**src/rtl/ast_dma_ctrl.sv**
```systemverilog
// DMA sequencer for CFGDMA: copies words src->dst through the shared data-memory
// port, with CPU priority and a starvation guard that forces periodic DMA grants.
module ast_dma_ctrl #(
  parameter int unsigned AW         = 16,
  parameter int unsigned DW         = 16,
  parameter int unsigned LENW       = 8,
  parameter int unsigned STARVE_MAX = 4
) (
  input  logic            Clock_pin,
  input  logic            Reset_pin,
  input  logic            cfg_valid,
  output logic            cfg_ready,
  input  logic [AW-1:0]   cfg_src,
  input  logic [AW-1:0]   cfg_dst,
  input  logic [LENW-1:0] cfg_len,
  input  logic            abort,
  input  logic            cpu_mem_req,
  output logic            cpu_grant,
  output logic            dma_mem_en,
  output logic            dma_mem_we,
  output logic [AW-1:0]   dma_mem_addr,
  output logic [DW-1:0]   dma_mem_wdata,
  input  logic [DW-1:0]   mem_rdata,
  output logic            busy,
  output logic            done,
  output logic [LENW-1:0] xfer_left
);

  localparam int unsigned SW = $clog2(STARVE_MAX + 1);

  typedef enum logic [2:0] {IDLE, RD, RWAIT, WR, FIN} state_t;

  state_t        state;
  state_t        state_nx;
  logic [AW-1:0] src_addr;
  logic [AW-1:0] dst_addr;
  logic [DW-1:0] data_buf;
  logic [SW-1:0] starve_cnt;
  logic          dma_pending;
  logic          force_grant;
  logic          dma_go;

  // State register
  always_ff @(posedge Clock_pin) begin
    if (Reset_pin) state <= IDLE;
    else           state <= state_nx;
  end

  // Next-state logic; abort is honoured only while a copy is in flight
  always_comb begin
    state_nx = state;
    case (state)
      IDLE:    if (cfg_valid) state_nx = (cfg_len == '0) ? FIN : RD;
      RD:      if (abort) state_nx = IDLE;
               else if (dma_go) state_nx = RWAIT;
      RWAIT:   state_nx = abort ? IDLE : WR;
      WR:      if (abort) state_nx = IDLE;
               else if (dma_go) state_nx = (xfer_left == LENW'(1)) ? FIN : RD;
      FIN:     state_nx = IDLE;
      default: state_nx = IDLE;
    endcase
  end

  // Port arbitration and state-decoded outputs
  always_comb begin
    cfg_ready     = 1'b0;
    busy          = 1'b1;
    done          = 1'b0;
    dma_pending   = 1'b0;
    force_grant   = 1'b0;
    dma_go        = 1'b0;
    cpu_grant     = cpu_mem_req;
    dma_mem_en    = 1'b0;
    dma_mem_we    = 1'b0;
    dma_mem_addr  = '0;
    dma_mem_wdata = '0;
    if (state == IDLE) begin
      cfg_ready = 1'b1;
      busy      = 1'b0;
    end
    if (state == FIN) done = 1'b1;
    dma_pending = (state == RD) || (state == WR);
    force_grant = (starve_cnt == SW'(STARVE_MAX));
    dma_go      = !cpu_mem_req || force_grant;
    cpu_grant   = cpu_mem_req && !(dma_pending && force_grant);
    dma_mem_en  = dma_pending && dma_go && !abort;
    if (dma_mem_en) begin
      dma_mem_we    = (state == WR);
      dma_mem_addr  = (state == WR) ? dst_addr : src_addr;
      dma_mem_wdata = (state == WR) ? data_buf : '0;
    end
  end

  // Transfer datapath: latched addresses, remaining count and read buffer
  always_ff @(posedge Clock_pin) begin
    if (Reset_pin) begin
      src_addr  <= '0;
      dst_addr  <= '0;
      data_buf  <= '0;
      xfer_left <= '0;
    end else begin
      case (state)
        IDLE: if (cfg_valid) begin
          src_addr  <= cfg_src;
          dst_addr  <= cfg_dst;
          xfer_left <= cfg_len;
        end
        RWAIT: if (!abort) data_buf <= mem_rdata;
        WR: if (dma_mem_en) begin
          src_addr  <= src_addr + AW'(1);
          dst_addr  <= dst_addr + AW'(1);
          xfer_left <= xfer_left - LENW'(1);
        end
        default: ;
      endcase
    end
  end

  // Starvation counter: counts blocked DMA cycles, clears on a grant or when idle
  always_ff @(posedge Clock_pin) begin
    if (Reset_pin)                starve_cnt <= '0;
    else if (state == IDLE)       starve_cnt <= '0;
    else if (dma_pending) begin
      if (dma_go)                 starve_cnt <= '0;
      else                        starve_cnt <= starve_cnt + SW'(1);
    end
  end

endmodule

```
**config.mk**
```make
export PLATFORM = sky130hd
export DESIGN_NAME = ast_dma_ctrl
export DESIGN_NICKNAME = d
export VERILOG_FILES = /design/src/rtl/ast_dma_ctrl.sv
export SDC_FILE = /design/constraint.sdc
export NUM_CORES = 1
export LEC_CHECK = 0
export ABC_CLOCK_PERIOD_IN_PS = 4400
export BUFFER_PORTS_ARGS = -buffer_cell sky130_fd_sc_hd__buf_2
export CORE_AREA = 2 2 98 100
export DETAILED_ROUTE_END_ITERATION = 10
export DIE_AREA = 0 0 100 102
export PLACE_DENSITY = 0.7
export SYNTH_ARGS = -nofsm -noshare
export SYNTH_HDL_FRONTEND = slang
export SYNTH_SLANG_ARGS = --single-unit
```
**constraint.sdc**
```tcl
create_clock -name Clock_pin -period 4.4 [get_ports Clock_pin]
set_clock_uncertainty 0.1 [all_clocks]
set_input_delay 0.22 -clock Clock_pin [delete_from_list [all_inputs] [get_ports Clock_pin]]
set_output_delay 0.22 -clock Clock_pin [all_outputs]
set_load 0.005 [all_outputs]
```
---- Yosys cells after proc, flatten, opt, wreduce, memory -nomap -nowiden ----
Cells that the tools add are included.
Widths: inputs -> output; s select.
storage, ports and cells
  word-level logic and storage cells ...... 64
  input bits .............................. 61
  flip-flop bits (word level) ............. 62
  output and inout bits ................... 46
operators by class
  reduce and logical (&&, ||, !) cells .... 16
  bitwise operators ....................... 1
  mux-type cells .......................... 27
  eq/ne operators ......................... 10
  add/sub/neg operators ................... 4
operators by type and width
  operator               count
  $mux 16                8
  $pmux 16 s2            2
  $add 16x1->16 const B  2
  $mux 3                 8
  $mux 8                 2
  $pmux 8 s2             1
  $pmux 3 s4             1
  $eq 8x1->1 const B     1
  $logic_not 8->1        1
  $sub 8x1->8 const B    1
  $eq 3x2->1 const B     2
  $eq 3x3->1 const B     2
  $ne 3x3->1 const B     2
  $reduce_and 3->1       2
  $logic_and 1x1->1      4
  $mux 1                 4
  $ne 2x2->1 const B     2
  $add 3x1->3 const B    1
  $eq 3x1->1 const B     1
  $logic_not 1->1        3
  $logic_not 3->1        1
  $logic_or 1x1->1       2
  $mux 2                 1
  $reduce_and 2->1       1
  other kinds (3)        3

---- Longest topological paths before layout ----
  depth after elaboration ................. 6
  depth in mapped cells ................... 9
  gate-level depth less buffers ........... 7

---- Worst setup path after synthesis ----
OpenSTA, ideal clock, no wires.
  kind .................................... reg2reg
  from .................................... reg starve_cnt[0]
  to ...................................... reg dst_addr[11]
  buffers on the path ..................... 2
  data required time ...................... 4162 ps
  period minus slack after synthesis ...... 1923 ps
  library setup time ...................... 138 ps
  arrival ................................. 1685 ps
  stages on the path, launching flop included .. 9
  slack ................................... 2477 ps
  cells stage by stage .................... dfxtp_1 > inv_1 > ha_1 > a21bo_2 > clkbuf_1 > a31o_4 > nand2b_1 > clkbuf_1 > o221ai_1
on the way
  longest elaborated chain between the ends .. 6
ends and longest elaborated chain
  element                            RTL line  RTL
  start, declared                    38        logic [SW-1:0] starve_cnt;
  start signal, assigned             125       else starve_cnt <= starve_cnt + SW'(1);
  $eq 3x3->1                         83        force_grant = (starve_cnt == SW'(STARVE_MAX));
  $logic_or 1x1->1                   84        dma_go = !cpu_mem_req || force_grant;
  $logic_and 1x1->1 (2 in a row)     86        dma_mem_en = dma_pending && dma_go && !abort;
  $ne 2x2->1 (no source line)        --
  $reduce_and 3->1 (no source line)  --
  end signal, assigned               105       dst_addr <= cfg_dst;
  end signal, assigned               111       dst_addr <= dst_addr + AW'(1);
  end, declared                      36        logic [AW-1:0] dst_addr;
Every way passes these cells.
A chain may end at the register's enable or synchronous reset.

---- Worst setup path in the final report ----
  from .................................... reg state[0]
  to ...................................... out dma_mem_addr[15]
on the way
  longest elaborated chain between the ends .. 5
  elaborated cells on any way between the ends .. 7
  those cells by class .................... 2 x eq/ne; 2 x mux; 3 x reduce/logical
ends and longest elaborated chain
  element                                   RTL line  RTL
  start, declared                           33        state_t state;
  start signal, assigned                    46        else state <= state_nx;
  $eq 3x1->1 or $eq 3x2->1 (tied branches)  82, 89
  $logic_or 1x1->1                          82        dma_pending = (state == RD) || (state == WR);
  $logic_and 1x1->1 (2 in a row)            86
  $mux 16 *                                 87        if (dma_mem_en) begin
  end, declared                             21        output logic [AW-1:0] dma_mem_addr,
Mark *: on every way between the ends. The rest lies on a longest branch, timed or not.

==> results by group <==
Status
  – Status: finished clean

Pwr
  – Power Density: 292 nW/µm²
  – Peak VDD IR: 167 µV
  – Leak pwr: 0.00184 µW

GRT
  – GRT Util Overall: between 20 and 25%
  – Vias in the first global route: 3,956
  – Global-route wire length before repair: 18.7 mm
  – GR Overflow Total: 0
  – Pin count of the biggest net entering global routing: 61
  – Initial antenna violation count: 0

STA
  – RSZ-0062 raised after global routing: no
  – Final setup TNS: 0 ns
  – Setup ws final: approximately 1.4 ns
  – Hold slack: 0.0127 ns
  – Final min period: 3.04 ns
  – Final setup viols: 0
  – Final Hold Violating Endpoints: 0
  – Worst Tran Pin Value: between 1 and 1.5 ns
  – Final slew viol count: 0
  – FMAX: 0.329 GHz
  – Fin crit share: 69.1%
  – Relative slew slack: 20.0%

Placement
  – Dpl hpwl: 7.85 mm
  – # port buffers: 106
  – Pre-CTS setup slack: 1.75 ns
  – Post-DP Area: 4410 µm²
  – GPL Wtd Cong: just under 0.9

Floorplan
  – Die area: 10,200 µm²
  – Initial Util: between 40% and 50%
  – Site row count: 35
  – DIE HEIGHT: 102 µm
  – IO Pins: 107
  – Core box area: slightly above 9000 µm²
  – Die Width: roughly 100 µm

Cells and area
  – Commonest non-fill, non-tap cell in the layout: buf_2
  – # diodes: 0
  – Most frequent cells in the layout: buf_2, nand2_1, a21oi_1
  – Fin nets: 692
  – Area occupied by registers: between 1000 and 1500 µm²
  – Fillers: 921
  – Fin area: 4720 µm²
  – Footprint of the multi-input gates: 2410 µm²
  – Share of cells above drive strength 1: 22.1%
  – Area Overhead vs Synth: 20.5%

Synthesis
  – Share of the synthesized area in the top cell type: 31.7%
  – Cells after synthesis: 538
  – Synth area leaders: dfxtp_1, nand2_1, a21oi_1
  – Mapped Area: 3920 µm²
  – Area leader, netlist: dfxtp_1
  – Sequential area share after synthesis: 31.7%
  – Net Count, Synth: 605
  – Number of synthesized flops with an enable pin: 0
  – Seq cells post-synth: 62
  – Async S/R FF share, synth: 0%
  – Synth warn: 0
  – Synth cell types: between 60 and 70
  – Top_reg_cell synth: dfxtp_1
  – Synthesized area per cell: 7.28 µm²

Detailed routing
  – Starting DRT DRC Count: about 250
  – Remaining DRCs: 0
  – Final WL: 11.6 mm
  – DRT Pass-1 Iters: 4
  – WL/cell: 15.7 µm
  – Final ANT Viol Nets: 0
  – Vias per inst: 5.81
  – Routed via count: 4,308

Setup path
  – CP required: about 4.1 ns
  – Setup crit end kind: output port
  – Worst Path Arrival: 2.72 ns
  – Worst Path Max Fanout: 33
  – Critical path class: flop to output port
  – Worst setup SP type: flop

Clock network
  – Inserted Clock Buffers: 9
  – Clk slew on worst S/H paths: 0.08 ns
  – Clock tree sinks: 62
  – H-tree depth: 3
  – CTS tree: done
  – Post-CTS setup buffer count: 0
  – CTS Root Cell: clkbuf_8
  – Worst skew pair latency: between 0.3 and 0.4 ns
  – Maximum clock path buffer count: 2

Min path
  – HP Class: primary input to flop

Run
  – Max_cap viols: 0
-- per-stage QoR --
stage | util, % | instances | power, µW
2_1_floorplan | - | 538 | 787
3_3_place_gp | 48.4 | 714 | 862
3_5_place_dp | 48.4 | 714 | 866
4_1_cts | 51.8 | 741 | 1390
5_1_grt | 51.8 | 741 | 1450
6_report | 51.8 | 741 | 1380
-- registers in the layout, indices dropped and copies added, names as in the netlist --
register,flops
dst_addr,16
data_buf,16
xfer_left,8
starve_cnt,3
state,3
src_addr,16
-- kinds of logic after synthesis --
group	share of synthesized area, %
xor+xnor	0.224
simple gates	32.8
flops	31.7
mux	0.287
fa+ha+maj	1.92
compound gates	26.0
buf+inv	7.15
-- power breakdown --
part / internal [µW] / switching (µW) / leakage (µW)
Combinational: 95.2 / 123 / 0.00125
Sequential: 594 / 51.9 / 0.000507
Clock: 262 / 253 / 0.0000879
-- per-layer routing --
layer | vias to the layer above | global-route usage (%) | part of all wire, %
met4 | 0 | 6.32 | 0.99
met2 | 164 | 38.2 | 48
met3 | 12 | 5.47 | 7.8
met1 | 2019 | 28.5 | 44
li1 | 2113 | - | -
met5 | - | 0 | 0
-- cell usage after synthesis (all sizes together), types with 5 or more instances --
master / n
nor4: 15
and3: 7
nor2b: 7
inv: 16
nand2b: 5
a31oi: 7
dfxtp: 62
o32ai: 5
nand2: 90
nand4: 9
buf: 21
a22oi: 8
a21oi: 66
a211oi: 12
clkbuf: 24
nor3: 16
ha: 6
nor2: 22
and2: 32
nor3b: 7
o21ai: 41
nand3: 12
-- critical path, cell delays in order (launching register included) --
cell and delay, ns:
dfxtp_1 0.71, and3b_1 1.06, buf_4 0.26, nand2_1 0.06
a21oi_1 0.13, buf_2 0.14
-- cell type report --
class / instances / area share (%)
clock buffer: 9 / 2.62
tap: 111 / 2.94
inverter: 16 / 1.27
timing repair buffer: 121 / 14.2
sequential: 62 / 26.3
multi-input combinational: 415 / 51.1
clock inverter: 7 / 1.56
-- repair_timing --
| item | 4_1_cts | 5_1_grt |
|---|---|---|
| hold endpoints to repair | 11 | 0 |
| endpoints found under the setup margin | 0 | 0 |
| hold buffers | 11 | 0 |
| resized for setup | 0 | 0 |
-- final timing paths --
path                                    from                to  slack, ns  depth (start not counted)
worst min register to register   data_buf[7]       data_buf[7]       0.35                          2
worst max-delay path                state[0]  dma_mem_addr[15]       1.36                          5
worst max register to register      state[1]          state[0]       1.79                          4
worst min-delay path            mem_rdata[1]       data_buf[1]       0.01                          3
Note: power is estimated with default switching activity, not from simulation.
